## src/rtl/novelty_report_framer.sv

```systemverilog
// Buffers novelty engine results in a small FIFO and serialises each one as a
// 7-byte frame (SYNC, SEQ, E_HI, E_LO, WEIGHT, FLAGS, CSUM) over the uart_tx start/busy handshake.
module novelty_report_framer #(
  parameter int         DEPTH = 4,
  parameter logic [7:0] SYNC  = 8'hA5
) (
  input  logic                     clk,
  input  logic                     reset,
  input  logic                     sample_valid,
  input  logic [15:0]              energy,
  input  logic [7:0]               weight,
  input  logic                     novel,
  input  logic                     tx_busy,
  output logic                     tx_start,
  output logic [7:0]               tx_data,
  output logic [$clog2(DEPTH):0]   fifo_level,
  output logic [7:0]               drop_count,
  output logic                     frame_done
);

  localparam int AW = $clog2(DEPTH);
  localparam int LW = AW + 1;

  typedef enum logic [1:0] {IDLE, SEND, GUARD, WAIT} state_t;

  state_t          r_state;
  state_t          w_nextState;

  logic [24:0]     r_mem [DEPTH];
  logic [AW-1:0]   r_wrPtr;
  logic [AW-1:0]   r_rdPtr;
  logic [LW-1:0]   r_level;
  logic            r_ovf;
  logic [7:0]      r_dropCount;

  logic [15:0]     r_energy;
  logic [7:0]      r_weight;
  logic [1:0]      r_flags;
  logic [7:0]      r_seq;
  logic [7:0]      r_csum;
  logic [2:0]      r_idx;

  logic            r_txStart;
  logic [7:0]      r_txData;
  logic            r_frameDone;

  logic            w_pop;
  logic            w_push;
  logic            w_drop;
  logic            w_issue;
  logic [2:0]      w_issueIdx;
  logic [7:0]      w_byte;
  logic [24:0]     w_head;

  assign w_head = r_mem[r_rdPtr];
  assign w_pop  = (r_state == IDLE) && (r_level != '0);
  assign w_push = sample_valid && ((r_level < LW'(DEPTH)) || w_pop);
  assign w_drop = sample_valid && !w_push;

  // Strobes are registered, so the issue decision is taken one cycle ahead:
  // tx_busy can only rise after our own start, so a low busy stays low until the strobe lands.
  always_comb begin
    w_nextState = r_state;
    w_issue     = 1'b0;
    w_issueIdx  = r_idx;
    case (r_state)
      IDLE: begin
        if (w_pop) begin
          w_issueIdx = 3'd0;
          if (!tx_busy) begin
            w_issue     = 1'b1;
            w_nextState = GUARD;
          end else begin
            w_nextState = SEND;
          end
        end
      end
      SEND: begin
        if (!tx_busy) begin
          w_issue     = 1'b1;
          w_nextState = GUARD;
        end
      end
      GUARD: w_nextState = WAIT;
      WAIT: begin
        if (!tx_busy) begin
          if (r_idx == 3'd6) begin
            w_nextState = IDLE;
          end else begin
            w_issue     = 1'b1;
            w_issueIdx  = r_idx + 3'd1;
            w_nextState = GUARD;
          end
        end
      end
      default: w_nextState = IDLE;
    endcase
  end

  always_comb begin
    w_byte = 8'h00;
    case (w_issueIdx)
      3'd0:    w_byte = SYNC;
      3'd1:    w_byte = r_seq;
      3'd2:    w_byte = r_energy[15:8];
      3'd3:    w_byte = r_energy[7:0];
      3'd4:    w_byte = r_weight;
      3'd5:    w_byte = {6'b0, r_flags};
      3'd6:    w_byte = r_csum;
      default: w_byte = 8'h00;
    endcase
  end

  always_ff @(posedge clk) begin
    if (reset) begin
      r_state <= IDLE;
      r_idx   <= 3'd0;
    end else begin
      r_state <= w_nextState;
      r_idx   <= w_issueIdx;
    end
  end

  always_ff @(posedge clk) begin
    if (w_push) begin
      r_mem[r_wrPtr] <= {novel, weight, energy};
    end
  end

  always_ff @(posedge clk) begin
    if (reset) begin
      r_wrPtr     <= '0;
      r_rdPtr     <= '0;
      r_level     <= '0;
      r_ovf       <= 1'b0;
      r_dropCount <= 8'h00;
    end else begin
      if (w_push) r_wrPtr <= r_wrPtr + AW'(1);
      if (w_pop)  r_rdPtr <= r_rdPtr + AW'(1);
      if (w_push && !w_pop)      r_level <= r_level + LW'(1);
      else if (w_pop && !w_push) r_level <= r_level - LW'(1);
      // A drop coinciding with the pop must survive into the next frame's flags.
      if (w_drop)     r_ovf <= 1'b1;
      else if (w_pop) r_ovf <= 1'b0;
      if (w_drop && (r_dropCount != 8'hFF)) r_dropCount <= r_dropCount + 8'd1;
    end
  end

  always_ff @(posedge clk) begin
    if (reset) begin
      r_energy    <= 16'h0000;
      r_weight    <= 8'h00;
      r_flags     <= 2'b00;
      r_seq       <= 8'h00;
      r_csum      <= 8'h00;
      r_txStart   <= 1'b0;
      r_txData    <= 8'h00;
      r_frameDone <= 1'b0;
    end else begin
      if (w_pop) begin
        r_energy <= w_head[15:0];
        r_weight <= w_head[23:16];
        r_flags  <= {r_ovf, w_head[24]};
        r_csum   <= 8'h00;
      end else if (w_issue && (w_issueIdx != 3'd0) && (w_issueIdx != 3'd6)) begin
        r_csum <= r_csum ^ w_byte;
      end
      if (w_issue && (w_issueIdx == 3'd6)) r_seq <= r_seq + 8'd1;
      r_txStart   <= w_issue;
      r_frameDone <= w_issue && (w_issueIdx == 3'd6);
      if (w_issue) r_txData <= w_byte;
    end
  end

  assign tx_start   = r_txStart;
  assign tx_data    = r_txData;
  assign fifo_level = r_level;
  assign drop_count = r_dropCount;
  assign frame_done = r_frameDone;

endmodule

```

## config.mk

```make
export PLATFORM = sky130hd
export DESIGN_NAME = novelty_report_framer
export DESIGN_NICKNAME = d
export VERILOG_FILES = /design/src/rtl/novelty_report_framer.sv
export SDC_FILE = /design/constraint.sdc
export NUM_CORES = 1
export LEC_CHECK = 0
export ABC_AREA = 1
export CAP_MARGIN = 25
export CORE_MARGIN = 5
export CORE_UTILIZATION = 53
export DETAILED_ROUTE_END_ITERATION = 10
export PLACE_DENSITY = 0.77
export SLEW_MARGIN = 20
export SYNTH_ARGS = -nofsm -noshare
export SYNTH_HDL_FRONTEND = slang
export SYNTH_SLANG_ARGS = --single-unit
```

## constraint.sdc

```tcl
create_clock -name clk -period 2.55 [get_ports clk]
set_input_delay 0.255 -clock clk [delete_from_list [all_inputs] [get_ports clk]]
set_output_delay 0.255 -clock clk [all_outputs]
set_load 0.01 [all_outputs]
```

---- Word-level counts from Yosys, hierarchy flattened ----
Memories as Yosys holds them, arrays and structs flattened. A register that Yosys moved wholly into a read port is not among the register bits.
Cells that the tools add are included.
word-level totals
  memories kept ........................... 1
  register bits after elaboration ......... 49
  output and inout bits ................... 21
  RAM bits ................................ 100
operators by class
  reductions and logical operators ........ 20
  $add $sub $neg .......................... 7
  magnitude comparators ................... 1
  equal/unequal tests ..................... 15
  bitwise operators ....................... 1
  muxes and demuxes ....................... 22
memories
  memory  depth  width  read ports  clocked after Yosys merged registers in  write ports  RTL line  source
  r_mem   4      25     1           1                                        1            29        logic [24:0] r_mem [DEPTH];
operators by type and width
  cell                                                             number
  8-bit one-hot mux with 7 select lines                            1
  8-bit by 1-bit adder with 8-bit output, second input constant    2
  3-bit two-way mux                                                5
  3-bit == test, second input constant                             4
  2-bit two-way mux                                                5
  1-bit logical AND                                                9
  1-bit two-way mux                                                8
  8-bit != test, second input constant                             1
  2-bit one-hot mux with 4 select lines                            1
  8-bit XOR                                                        1
  3-bit by 1-bit adder with 3-bit output, second input constant    2
  3-bit by 2-bit == test with 1-bit output, second input constant  2
  2-bit != test, second input constant                             3
  3-bit one-hot mux with 2 select lines                            1
  3-bit nonzero test                                               2
  2-bit by 1-bit adder with 2-bit output, second input constant    2
  2-bit == test, second input constant                             2
  2-bit nonzero test                                               2
  3-bit by 1-bit == test with 1-bit output, second input constant  1
  3-bit zero test                                                  1
  3-bit < comparator, second input constant                        1
  3-bit != test, second input constant                             1
  1-bit one-hot mux with 3 select lines                            1
  3-bit AND reduction                                              1
  other kinds (6)                                                  7

---- Logic depth before layout (Yosys ltp) ----
Gate-level depths: netlist of run 1.
  depth after elaboration ................. 8
  mapped depth ............................ 18

---- Worst setup path after synthesis of run 1 ----
OpenSTA, ideal clock, no wires.
  path type ............................... register to register
  start ................................... register r_state[0]
  end ..................................... memory r_mem[0][0], enable pin
  path buffers ............................ 0
  stages on the path, launching flop included .. 7
  slack ................................... 0.155 ns
  arrival ................................. 1.988 ns
  library setup time ...................... 0.407 ns
  period minus slack after synthesis ...... 2.395 ns
  cell sequence ........................... dfxtp_1 inv_1 ha_1 inv_1 nand2_1 nand2_1 nor2_1
on the way
  longest elaborated chain between the ends .. 6
RTL lines
  what                                     RTL line  source
  from (decl)                              26        state_t r_state;
  from (signal assigned)                   119       r_state <= w_nextState;
  2-bit zero test                          56        assign w_pop = (r_state == IDLE) && (r_level != '0);
  1-bit logical AND                        56
  1-bit logical OR                         57        assign w_push = sample_valid && ((r_level < LW'(DEPTH)) || w_pop);
  1-bit logical AND                        57
  1-bit two-way mux                        125       if (w_push) begin
  1-bit two-way mux (not written as such)  126       r_mem[r_wrPtr] <= {novel, weight, energy};
  to (decl)                                29
Every way passes these cells.

---- Worst setup path in the final report of run 1 ----
  start ................................... register r_state[1]
  end ..................................... register r_csum[2]
on the way
  longest elaborated chain between the ends .. 7
RTL lines
  what                                                                               RTL line  source
  2-bit zero test                                                                    56, 66
  1-bit logical AND                                                                  56
  3-bit two-way mux                                                                  68        if (w_pop) begin
  3-bit one-hot mux with 2 select lines                                              66        case (r_state)
  3-bit == test (tied with other cells)                                              102       case (w_issueIdx)
  8-bit one-hot mux with 7 select lines / 1-bit logical AND (equally long branches)  102, 165
  8-bit XOR / 1-bit logical AND (equally long branches)                              166, 165
  to (signal assigned)                                                               166       r_csum <= r_csum ^ w_byte;
  to (decl)                                                                          40        logic [7:0] r_csum;
Several ways; a longest one is shown, not always the timed one.
A chain may end at the register's enable or synchronous reset.

==> results of run 1 <==
critical path: cells and delay by family, from the launching register on:
family	cells	cell delay, ps
buf+inv	2	190
flops	1	390
simple gates	10	1250
compound gates	1	60
fa+ha+maj	1	310
kinds of logic (layout without fill, tap and decap cells):
family                     count (synthesis)  in the layout
and+or+nand+nor                          318            318
buffers and inverters                     95            159
DFF                                      173            173
adders and majority gates                 14             14
AOI/OAI and AO/OA                        168            168
xor gates and xnor gates                   3              3
worst max path at each step:
stage | to | cells after the start | start | slack, ps
2_1_floorplan | r_mem[0][0] | 6 | r_state[0] | 160
3_3_place_gp | r_csum[2] | 14 | tx_busy | 290
3_5_place_dp | r_csum[2] | 14 | tx_busy | 130
4_1_cts | r_csum[2] | 14 | r_state[0] | 160
5_1_grt | r_csum[2] | 13 | r_state[0] | 6
6_report | r_csum[2] | 14 | r_state[1] | 230
metrics by stage:
step | hold WS [ps] | std cells | util [%] | cell area, µm² | power, mW
final | 447 | 1015 | 63.1 | 8650 | 8.10
after global routing | 448 | 1015 | 63.1 | 8650 | 8.55
after CTS | 429 | 1014 | 62.8 | 8620 | 8.13
after detailed placement | 455 | 982 | 58.5 | 8030 | 5.59
after global placement | 452 | 982 | 58.5 | 8030 | 5.49
after floorplan | 354 | 771 | - | 7350 | 4.91
power by group through the flow:
stage          Clock (mW)  Sequential, mW  Combinational, mW
6_report             2.53            3.57               2.00
5_1_grt              2.69            3.60               2.26
4_1_cts              2.57            3.57               1.99
3_5_place_dp            0            3.62               1.97
3_3_place_gp            0            3.61               1.88
2_1_floorplan           0            3.56               1.35
state kept, by name, summed over array words and instances, names as in the netlist:
register,flops
r_mem,100
r_energy,16
drop_count,8
r_csum,8
r_seq,8
r_weight,8
tx_data,8
fifo_level,3
r_idx,3
r_flags,2
r_rdPtr,2
r_state,2
r_wrPtr,2
frame_done,1
r_ovf,1
tx_start,1
synth_stat cells (all sizes together), types with 3 or more instances:
cell | count | share of area, %
nand2 | 116 | 6.6
a21oi | 38 | 2.6
buf | 7 | 0.90
xor2 | 3 | 0.36
ha | 13 | 2.2
clkbuf | 28 | 1.4
nor3 | 6 | 0.54
a31oi | 26 | 2.2
inv | 57 | 3.0
edfxtp | 100 | 41
nand3 | 27 | 2.0
dfxtp | 73 | 20
nand4 | 13 | 1.1
o21ai | 99 | 6.8
nor2 | 156 | 8.6
clkinv | 3 | 0.15
final cells by class:
cell class / instances / area, µm² / area share, %
clock buffer: 18 / 429 / 4.96
clock inverter: 14 / 154 / 1.78
inverter: 60 / 233 / 2.69
multi-input combinational: 503 / 2510 / 29.0
sequential: 173 / 4460 / 51.6
tap: 180 / 225 / 2.60
timing repair buffer: 67 / 638 / 7.38
what timing repair did:
action	in CTS	in global routing
setup endpoints to repair	0	12
setup buffers	0	1
resized for setup	0	3
routing by layer:
metal,up-vias,share of wire [%],global-route usage [%]
li1,2715,-,-
met1,2669,42,25.7
met2,219,50,34.4
met3,43,5.9,4.13
met4,0,2.5,10.8
met5,-,0,0
==> impl_metrics.toml, run 1 <==
[timing]
rsz0062_at_grt = "false"
worst_slew_pin_slew_ps = 559
finalHoldViolations = 0
fin_tns_setup_ps = 0
fin_crit_ps = 2320
drv_slew = 0
setup_violations = 0
slew_headroom_pct = 62.7
skew_ps = 7.98
min_period_over_period_pct = 90.8
fmax_mhz = 432
setup_ws_ps = 234

[cts]
cts_tree = "yes"
clk_latency_ps = 430
cts.sinks = 173
cts-root-buf = "clkbuf_16"
cts_buffers = 17
hold_buffers = 0
htreeDepth = 4
clockBufferDepth = 2
path_clk_slew_ps = 70

[placed_design]
pre_cts_ws_ps = 135
io_buffers = 49
hpwl_um = 10100
gp_congestion = 0.894

[setup_path]
cp.required_ps = 2850
critical_path.most_common_cell = "nand2_1"
path_cells = "inv_1, ha_1, inv_1, nand2_2, nand2_2, nand2_2, nor2_1, nand3_1, nand2_1, nor2_1, nand2_1, nand2_1, nand2_1, a21oi_1"
cp-start-kind = "register"
cpMaxStageDelayCell = "dfxtp_1"
slowest_delay_ps = 390
crit_path_end_kind = "register"
r2r_cells = 14
r2r_slack_ps = 230
reg2reg_from = "r_state[1]"
rr_endpoint = "r_csum[2]"
worstSetupPathType = "register to register"
cp_max_fo = 11
arrival_ps = 2620

[routing]
wl_per_cell_um = 15.9
routed_wl_um = 16200
drt_iter0_drc = 504
first_pass_iters = 5
vias = 5646
ant_nets = 0
drc_errors = 0
vias_per_cell = 5.56

[final_layout]
layout_commonest_cell = "nor2_1"
final_cell_mix = "nor2_1 (144), nand2_1 (105), edfxtp_1 (100)"
area_delta_synth_final_pct = 17.7
fillCellCount = 1043
layout.nets = 865
diodes = 0
layout-drive-gt1-share_pct = 9.94

[power]
leakage_nw = 3.16
clkPwrFrac_pct = 31.2
ir_worst_vdd_mv = 0.527
p_sw_share_pct = 33.2
switching_power_mw = 2.69
combPwrFrac_pct = 24.7
power_frac_seq_pct = 44.1
p_int_mw = 5.41
power_density_nw_per_um2 = 936

[yosys]
synth_compound_area_share_pct = 12.2
ys_seq_area_share_pct = 60.7
syn_avg_cell_area_um2 = 9.53
synthAdderAreaFrac_pct = 2.49
ys_warn_count = 0
ys_types = 35
synth_xor_area_share_pct = 0.357
synth_top_family_by_area = "simple AND/OR/NAND/NOR gates"
synth_seq_cells = 173
synth_area_um2 = 7350
synth_top_flop_cell = "edfxtp_1"
synthSimpleGateAreaFrac_pct = 18.8
synth_edf_count = 100
synth_mux_area_share_pct = 0
postSynth.asyncResetShare_pct = 0
syn_nets = 814
synthCells = 771

[worst_hold_path]
hold_class = "input port to register"
worstHoldStart = "energy[0]"
min_path_cells = 1
hold_path_end = "r_mem[1][0]"

[job]
drv_cap = 0

[floorplanning]
die_h_um = 128
die_area_um2 = 16300
core_area_um2 = 13700
row_count = 43
start_util_pct = 53.6
ios = 50
die_w_um = 128

[global_route]
gr-usage-all-layers_pct = 20.8
grt_pass1_vias = 5556
antenna_found_initial = 0
grt_max_degree = 54
grt_overflow_total = 0
grt_pass1_wl_um = 26700

[outcome]
run_status = "complete, no violations"
Power figures use the tool's default switching activity.
==> run 2, diff against run 1 <==
CORE_MARGIN = default   (was 5)
==> run 2 against run 1 <==
Register-to-register slack better by 30 ps. Combinational power hardly changed. Sequential cell count unchanged. Non-clock buffer count down 2. Via count fell by 3.2%. Clock power rose by 5%. Sequential power hardly changed. Setup slack gained 28 ps. Utilization rose by 1.6 points.
==> impl_metrics.toml, run 2 (synthesis gave the netlist of run 1 again) <==
[setup_path]
cp-start-kind = "register"
r2r_cells = 14
cpMaxStageDelayCell = "dfxtp_1"
slowest_delay_ps = 360
crit_path_end_kind = "register"
crit_family = "simple AND/OR/NAND/NOR gates"
critPathBufInv = 2
cp_max_fo = 16
path_cells = "inv_1, ha_1, nor2_2, nand2_1, nor2_2, inv_2, nand2_4, nor2_4, nand2_2, o21ai_2, nor2_4, nand2_1, nand2_1, a21oi_1"
path_depth = 14
arrival_ps = 2580
worstSetupPathType = "register to register"
cp.required_ps = 2840
critical_path.most_common_cell = "nand2_1"
r2r_slack_ps = 260

[timing]
finalHoldViolations = 0
worst_slew_pin_slew_ps = 592
skew_ps = 6.67
fin_tns_setup_ps = 0
min_period_over_period_pct = 89.7
fmax_mhz = 437
slew_headroom_pct = 60.5
rsz0062_at_grt = "false"
setup_violations = 0
drv_slew = 0
fin_crit_ps = 2290

[worst_hold_path]
min_path_cells = 1
hold_class = "input port to register"

[routing]
vias_per_cell = 5.42
drc_errors = 0
vias = 5465
drt_iter0_drc = 360
ant_nets = 0
routed_wl_um = 15400
wl_per_cell_um = 15.3
first_pass_iters = 5

[power]
p_int_mw = 5.61
switching_power_mw = 2.62
combPwrFrac_pct = 24.5
p_sw_share_pct = 31.9
power_frac_seq_pct = 43.3
power_density_nw_per_um2 = 950
clkPwrFrac_pct = 32.2
ir_worst_vdd_mv = 0.561
leakage_nw = 3.17

[final_layout]
largest_reg_flops = 100
layout-drive-gt1-share_pct = 9.84
final_cell_mix = "nor2_1 (143), nand2_1 (105), edfxtp_1 (100)"
top_regs = "r_mem (100), r_energy (16)"
diodes = 0
layout.nets = 863
fin_area_um2 = 8660
layout_commonest_cell = "nor2_1"
top_register = "r_mem"
final_core_util_pct = 64.6
area_delta_synth_final_pct = 17.9

[floorplanning]
die_w_um = 120
row_count = 42
ios = 50
die_h_um = 120
die_area_um2 = 14300
core_area_um2 = 13400
start_util_pct = 54.9

[global_route]
grt_overflow_total = 0
grt_max_degree = 52
grt_pass1_vias = 5311
grt_pass1_wl_um = 25900
antenna_found_initial = 0
gr-usage-all-layers_pct = 23.4

[placed_design]
place_area_um2 = 8050
hpwl_um = 9920
gp_congestion = 0.844
io_buffers = 49

[cts]
path_clk_slew_ps = 60
htreeDepth = 4
cts-root-buf = "clkbuf_16"
cts_tree = "yes"
clk_latency_ps = 430
cts.sinks = 173
clockBufferDepth = 2
cts_buffers = 17
post_cts_buffers = 0

[job]
drv_cap = 0

[outcome]
run_status = "complete, no violations"
[run 2: changes by cell type in the layout (fill, tap and decap cells not counted), sizes merged]
cell      previous run  this run
inv                 64        62
bufinv               1         3
clkbuf              18        17
clkinvlp             4         2
buf                 18        16
clkinv               5         8
[run 2: final timing paths]
check / from / endpoint
worst max-delay path: r_state[0] / r_csum[2]
worst min-delay path: energy[8] / r_mem[3][8]
worst max register to register: r_state[0] / r_csum[2]
worst min register to register: tx_data[6] / tx_data[6]
[run 2: power groups by stage]
stage          Combinational (mW)  Sequential, mW  Clock, mW
2_1_floorplan                1.35            3.56          0
3_3_place_gp                 1.93            3.61          0
3_5_place_dp                 2.00            3.62          0
4_1_cts                      2.02            3.56       2.69
5_1_grt                      2.29            3.61       2.80
6_report                     2.02            3.57       2.65
[run 2: area by class of cell]
cell class | count | area [µm²]
Clock buffer | 17 | 425
Clock inverter | 15 | 183
Fill cell | 1045 | 4740
Inverter | 60 | 233
Multi-Input combinational cell | 503 | 2500
Sequential cell | 173 | 4460
Tap cell | 176 | 220
Timing Repair Buffer | 65 | 636
[run 2: per-layer routing]
layer | part of all wire, % | GRT usage [%]
met5 | 0 | 0
met4 | 2.3 | 10.5
met3 | 5.3 | 5.23
met2 | 49 | 39.3
met1 | 43 | 28.9
[run 2: timing repair]
item,CTS,global route
hold buffers,0,0
endpoints found under the setup margin,0,6
resized for setup,0,3
[run 2: through the flow]
step | hold WS (ps) | total power [mW] | std cells | worst slack, ps
2_1_floorplan | 354 | 4.91 | 771 | 155
3_3_place_gp | 448 | 5.54 | 977 | 247
3_5_place_dp | 454 | 5.62 | 977 | 178
4_1_cts | 441 | 8.28 | 1009 | 198
5_1_grt | 459 | 8.69 | 1009 | 28.4
6_report | 454 | 8.23 | 1009 | 262
==> run 3, diff against run 2 <==
TNS_END_PERCENT = 5   (was default)
==> results of run 3 <==
Same layout as run 2: the final DEF is identical, and so are final timing and power.
